### config.mk
export PLATFORM = sky130hd
export DESIGN_NAME = derivative_lut_writer
export DESIGN_NICKNAME = d
export VERILOG_FILES = /design/src/rtl/deriv_lut_pkg.sv /design/src/rtl/deriv_lut_ram.sv /design/src/rtl/derivative_lut_writer.sv
export SDC_FILE = /design/constraint.sdc
export NUM_CORES = 2
export LEC_CHECK = 0
export ABC_AREA = 1
export ABC_CLOCK_PERIOD_IN_PS = 3100
export CAP_MARGIN = 10
export CORE_ASPECT_RATIO = 1.4
export CORE_UTILIZATION = 32
export CTS_BUF_LIST = sky130_fd_sc_hd__clkbuf_4 sky130_fd_sc_hd__clkbuf_8 sky130_fd_sc_hd__clkbuf_16
export DETAILED_ROUTE_END_ITERATION = 8
export GPL_TIMING_DRIVEN = 1
export PLACE_DENSITY = 0.57
export SYNTH_ARGS = -nofsm -noshare
export SYNTH_HDL_FRONTEND = slang
export SYNTH_SLANG_ARGS = --single-unit
### constraint.sdc
create_clock -name clk -period 3.1 [get_ports clk]
set_input_delay 0.775 -clock clk [delete_from_list [all_inputs] [get_ports clk]]
set_output_delay 0.775 -clock clk [all_outputs]
set_load 0.01 [all_outputs]
### src/rtl/deriv_lut_pkg.sv
// Shared definitions for the writable surrogate-derivative LUT.
// State encoding and default geometry used by derivative_lut_writer and deriv_lut_ram.
package deriv_lut_pkg;

  localparam int DERIV_DATA_WIDTH = 9;
  localparam int DERIV_ADDR_WIDTH = 8;
  localparam int DERIV_CSUM_WIDTH = 16;

  typedef enum logic [1:0] {
    ST_IDLE = 2'd0,
    ST_LOAD = 2'd1,
    ST_DONE = 2'd2
  } deriv_lut_state_t;

endpackage

### src/rtl/deriv_lut_ram.sv
// Simple dual-port RAM: one write port, one synchronous read port with a
// registered, resettable output that returns zero when reads are disabled.
module deriv_lut_ram
  import deriv_lut_pkg::*;
#(
  parameter int DATA_WIDTH = DERIV_DATA_WIDTH,
  parameter int ADDR_WIDTH = DERIV_ADDR_WIDTH
) (
  input  logic                  clk,
  input  logic                  rst_n,
  input  logic                  i_wr_en,
  input  logic [ADDR_WIDTH-1:0] i_wr_addr,
  input  logic [DATA_WIDTH-1:0] i_wr_data,
  input  logic                  i_rd_en,
  input  logic [ADDR_WIDTH-1:0] i_rd_addr,
  output logic [DATA_WIDTH-1:0] o_rd_data
);

  localparam int LP_DEPTH = 2 ** ADDR_WIDTH;

  logic [DATA_WIDTH-1:0] r_mem [LP_DEPTH];
  logic [DATA_WIDTH-1:0] r_rd_data;

  // Storage array is deliberately left unreset so it maps onto block RAM.
  always_ff @(posedge clk) begin
    if (i_wr_en) begin
      r_mem[i_wr_addr] <= i_wr_data;
    end
  end

  always_ff @(posedge clk or negedge rst_n) begin
    if (!rst_n) begin
      r_rd_data <= '0;
    end else if (i_rd_en) begin
      r_rd_data <= r_mem[i_rd_addr];
    end else begin
      r_rd_data <= '0;
    end
  end

  assign o_rd_data = r_rd_data;

endmodule

### src/rtl/derivative_lut_writer.sv
// Writer side of the FF-STDP derivative LUT: streams a full table into RAM and serves 1-cycle lookups.
// Optional build macro DERIV_LUT_CHECKSUM_EN adds a checksum check against cfg_checksum.
module derivative_lut_writer
  import deriv_lut_pkg::*;
#(
  parameter int DATA_WIDTH = DERIV_DATA_WIDTH,
  parameter int ADDR_WIDTH = DERIV_ADDR_WIDTH,
  parameter int CSUM_WIDTH = DERIV_CSUM_WIDTH
) (
  input  logic                  clk,
  input  logic                  rst_n,
  input  logic                  load_start,
  input  logic                  wr_valid,
  output logic                  wr_ready,
  input  logic [DATA_WIDTH-1:0] wr_data,
  input  logic                  wr_last,
  input  logic [CSUM_WIDTH-1:0] cfg_checksum,
  output logic                  busy,
  output logic                  load_done,
  output logic                  load_err,
  output logic                  lut_valid,
  input  logic [ADDR_WIDTH-1:0] rd_addr,
  output logic [DATA_WIDTH-1:0] rd_data
);

  localparam logic [ADDR_WIDTH-1:0] LP_ADDR_MAX = '1;

  deriv_lut_state_t      r_state;
  deriv_lut_state_t      w_state_nxt;
  logic [ADDR_WIDTH-1:0] r_addr;
  logic                  r_load_err;
  logic                  r_lut_valid;
  logic                  w_accept;
  logic                  w_at_max;
  logic                  w_len_err;
  logic                  w_final_err;

  assign w_accept  = wr_valid & wr_ready;
  assign w_at_max  = (r_addr == LP_ADDR_MAX);
  // wr_last must coincide exactly with the top address: early last or missing last both fail
  assign w_len_err = wr_last ^ w_at_max;

  always_ff @(posedge clk or negedge rst_n) begin
    if (!rst_n) begin
      r_state <= ST_IDLE;
    end else begin
      r_state <= w_state_nxt;
    end
  end

  always_comb begin
    w_state_nxt = r_state;
    wr_ready    = 1'b0;
    busy        = 1'b0;
    load_done   = 1'b0;
    unique case (r_state)
      ST_IDLE: begin
        if (load_start) begin
          w_state_nxt = ST_LOAD;
        end
      end
      ST_LOAD: begin
        wr_ready = 1'b1;
        busy     = 1'b1;
        if (w_accept && (wr_last || w_at_max)) begin
          w_state_nxt = ST_DONE;
        end
      end
      ST_DONE: begin
        load_done   = 1'b1;
        w_state_nxt = ST_IDLE;
      end
      default: begin
        w_state_nxt = ST_IDLE;
      end
    endcase
  end

  always_ff @(posedge clk or negedge rst_n) begin
    if (!rst_n) begin
      r_addr      <= '0;
      r_load_err  <= 1'b0;
      r_lut_valid <= 1'b0;
    end else begin
      unique case (r_state)
        ST_IDLE: begin
          if (load_start) begin
            r_addr      <= '0;
            r_load_err  <= 1'b0;
            r_lut_valid <= 1'b0;
          end
        end
        ST_LOAD: begin
          if (w_accept) begin
            if (!w_at_max) begin
              r_addr <= r_addr + 1'b1;
            end
            if (w_len_err) begin
              r_load_err <= 1'b1;
            end
          end
        end
        ST_DONE: begin
          r_load_err  <= w_final_err;
          r_lut_valid <= !w_final_err;
        end
        default: begin
          r_load_err <= r_load_err;
        end
      endcase
    end
  end

`ifdef DERIV_LUT_CHECKSUM_EN
  logic [CSUM_WIDTH-1:0] r_csum;

  // Accumulates modulo 2**CSUM_WIDTH; compared once the last beat has landed
  always_ff @(posedge clk or negedge rst_n) begin
    if (!rst_n) begin
      r_csum <= '0;
    end else if ((r_state == ST_IDLE) && load_start) begin
      r_csum <= '0;
    end else if ((r_state == ST_LOAD) && w_accept) begin
      r_csum <= r_csum + CSUM_WIDTH'(wr_data);
    end
  end

  assign w_final_err = r_load_err | (r_csum != cfg_checksum);
`else
  logic w_unused_cfg_checksum;

  assign w_unused_cfg_checksum = ^cfg_checksum;
  assign w_final_err           = r_load_err;
`endif

  assign load_err  = r_load_err;
  assign lut_valid = r_lut_valid;

  deriv_lut_ram #(
    .DATA_WIDTH(DATA_WIDTH),
    .ADDR_WIDTH(ADDR_WIDTH)
  ) u_ram (
    .clk      (clk),
    .rst_n    (rst_n),
    .i_wr_en  (w_accept),
    .i_wr_addr(r_addr),
    .i_wr_data(wr_data),
    .i_rd_en  (r_lut_valid),
    .i_rd_addr(rd_addr),
    .o_rd_data(rd_data)
  );

endmodule

==> flow_metrics.py <==
metrics = {
    "power": {
        "powerDensity_mw_per_mm2": 598.4,
        "peakVddDrop_v": 0.0004631,
        "power_mw": 65.92,
        "p_leak_nw": 38.65,
    },
    "synth": {
        "synth_fa_ha_area_share_pct": 0.06633,
        "ys_types": 26,
        "syn_nets": 7948,
        "synth_top_family_by_area": "simple AND/OR/NAND/NOR gates",
        "syn_area_per_cell_sq_um": 11.93,
        "synth.yosys.seq_area_share_pct": 73.92,
        "syn_area_sq_mm": 0.09431,
        "synth-seq-cells": 2325,
        "synth_compound_area_share_pct": 0.4962,
        "synthXorXnorAreaFrac_pct": 0,
        "synth.area.mux_share_pct": 0,
        "netlist_instances": 7905,
        "yosys.area_share.simple_pct": 22.42,
        "yosysWarnings": 0,
    },
    "routing": {
        "wl_per_cell_um": 21.92,
        "drt_iter0_drc": 6046,
        "via_per_inst": 5.054,
        "wirelength_mm": 270.2,
        "postRouteAntennaNets": 0,
        "drc_errors": 0,
        "first_pass_iters": 6,
        "vias": 62301,
    },
    "placed_design": {
        "gp_congestion": 0.9215,
        "post_dp_cell_area_sq_mm": 0.1034,
        "dp.final_hpwl_mm": 167.5,
        "dp_worst_setup_slack_ps": -90.40,
        "port_buffers": 35,
        "placed_cells": 11962,
    },
    "floorplanning": {
        "io_pins": 52,
        "die_h_um": 644.3,
        "std_cell_rows": 235,
        "die-area_sq_mm": 0.2969,
        "coreArea_sq_mm": 0.2929,
        "initial_core_util_pct": 32.20,
        "die_w_um": 460.8,
    },
    "cells_and_area": {
        "nNetsFinal": 8303,
        "area_growth_pct": 16.81,
        "final_cell_area_sq_mm": 0.1102,
        "drive_above_1_share_pct": 12.02,
        "fill_cells": 27985,
        "fin_cells": 12328,
    },
    "critical_path": {
        "arrival_ps": 2270,
        "cp.required_ps": 2320,
        "crit_path_end_kind": "output port",
        "worstSetupStartpointType": "flip-flop",
        "cp_max_fo": 5,
        "criticalPathCategory": "flip-flop to output port",
    },
    "clock_network": {
        "cts-root-buf": "clkbuf_16",
        "cts_setup_buffers": 0,
        "cts.sinks": 2325,
        "tritoncts": "built",
        "clock_path_buffers": 4,
        "cts-htree-levels": 4,
        "cts_buffers": 206,
        "clkSlewWorstSetupHoldPaths_ps": 70,
        "cts_resized": 1,
        "cts_hold_buf": 0,
        "clock_latency_ps": 880,
    },
    "status": {
        "status": "completed",
    },
    "sta": {
        "setup_viol": 0,
        "finalHoldViolations": 0,
        "tightest_slew_ps": 826.1,
        "clock_skew_ps": 34.79,
        "min_period_ps": 3043,
        "fin_ws_ps": 57.10,
        "timing.final.crit_share_pct": 98.16,
        "drv_slew": 0,
        "rsz0062_at_grt": "false",
        "maxSlewHeadroom_pct": 44.93,
        "max_freq_ghz": 0.3286,
    },
    "hold_path": {
        "hold_class": "input pin to flip-flop",
    },
    "grt": {
        "grtUsageTotal_pct": 17.84,
        "grt_pass1_wl_mm": 398.2,
        "grt_antenna_before_repair": 4,
        "grt_max_degree": 113,
        "grt_pass1_vias": 60789,
        "globalRoute.totalOverflow": 0,
    },
    "flow_run": {
        "maxCapViolations": 0,
    },
}
[path summary, 6_finish.rpt]
check	startpoint	to	slack (ps)	cells after the start
max in group asynchronous	rst_n	u_ram.o_rd_data[3]	2550	2
worst max-delay path	r_state[1]	busy	60	2
min in group asynchronous	rst_n	u_ram.o_rd_data[5]	290	2
worst min-delay path	wr_data[2]	u_ram.r_mem[168][2]	270	1
worst min register to register	load_err	lut_valid	500	1
worst max register to register	r_addr[5]	u_ram.r_mem[181][1]	840	5
[synth_stat cells]
library cell	n	area [sq um]
nor3_1	4	20.02
a21oi_1	21	105.1
nor3b_1	1	7.510
o31ai_1	1	7.510
nand4_1	1	6.260
nand2_1	2344	8798
nor3_4	1	16.27
inv_2	4	15.01
inv_1	41	153.9
nor3_2	1	10.01
buf_2	291	1456
dfrtp_1	21	525.5
a22o_1	1	8.760
ha_1	5	62.56
buf_6	16	180.2
clkbuf_1	104	390.4
buf_4	61	457.9
clkinv_1	3	11.26
buf_1	66	247.7
nand3_1	2176	10890
o21ai_0	45	225.2
o22ai_1	18	112.6
a221oi_1	1	8.760
edfxtp_1	2304	69190
nor2_1	373	1400
inv_4	1	6.260
[logic make-up (layout without fill, tap and decap cells)]
kind of cell    count (synthesis)  in the layout
compound gates                 87             87
fa+ha+maj                       5              5
buf+inv                       587           1094
flops                        2325           2325
other cells                     0              6
simple gates                 4901           4901
[state kept, by name (all words and copies together), names as in the netlist]
register         count
r_state              2
load_err             1
r_addr               8
lut_valid            1
u_ram.r_mem       2304
u_ram.o_rd_data      9
[power breakdown]
group	internal (mW)	switching, mW	total [mW]	leakage, nW
clock network	14.7	11.3	26.1	3.36
registers	34.7	0.118	34.8	21.0
logic	1.47	3.59	5.05	14.3
total	50.9	15.0	65.9	38.7
[placed cells by master, fill, tap and decap left out, types with 2 or more instances in the layout]
cell type and n:
bufinv_16 23, ha_1 5, clkinv_4 10, clkinv_2 30, clkbuf_8 2, clkdlybuf4s50_1 20
o22ai_1 18, clkbuf_16 212, buf_8 12, buf_12 125, nor2_1 372, clkinvlp_4 6
nand2_2 15, inv_6 5, edfxtp_1 2304, dfrtp_1 21, buf_4 526, nand2_1 2329
nand3_1 2176, diode_2 6, inv_1 41, a21oi_1 21, clkinv_1 40, inv_8 2
o21ai_0 45, nor3_1 4, clkbuf_4 35
[worst max-delay path, cell delays in order (launching register included)]
cell and delay (ps):
dfrtp_1 450, nor2_2 370, clkdlybuf4s50_1 610
[metal layers]
metal  vias to the layer above  global-route usage, %  part of all wire (%)
met5                         -                      0                     0
met4                         0                  9.036                   5.4
met3                       560                  1.839                   5.5
met2                      2147                  31.32                    51
met1                     30864                  21.56                    38
li1                      28730                      -                     -
[area by class of cell]
type / instances / area (sq um) / area share, %
Tap cell: 3910 / 4892 / 4.441
Inverter: 49 / 220.2 / 0.1999
Multi-Input combinational cell: 4993 / 21720 / 19.72
Clock buffer: 249 / 5595 / 5.079
Antenna cell: 6 / 15.01 / 0.01363
Clock inverter: 111 / 1164 / 1.056
Timing Repair Buffer: 685 / 6848 / 6.216
Sequential cell: 2325 / 69710 / 63.28
[per-stage QoR]
| step | hold slack, ps | utilization [%] | TNS (ps) |
|---|---|---|---|
| finish | 269.4 | 37.62 | 0 |
| floorplan | 479.4 | - | 0 |
| global placement | 499.4 | 35.30 | -483.8 |
| global route | 254.8 | 37.61 | 0 |
| detailed placement | 492.4 | 35.30 | -435.9 |
| CTS | 219.9 | 37.61 | 0 |
Power figures use the tool's default switching activity.
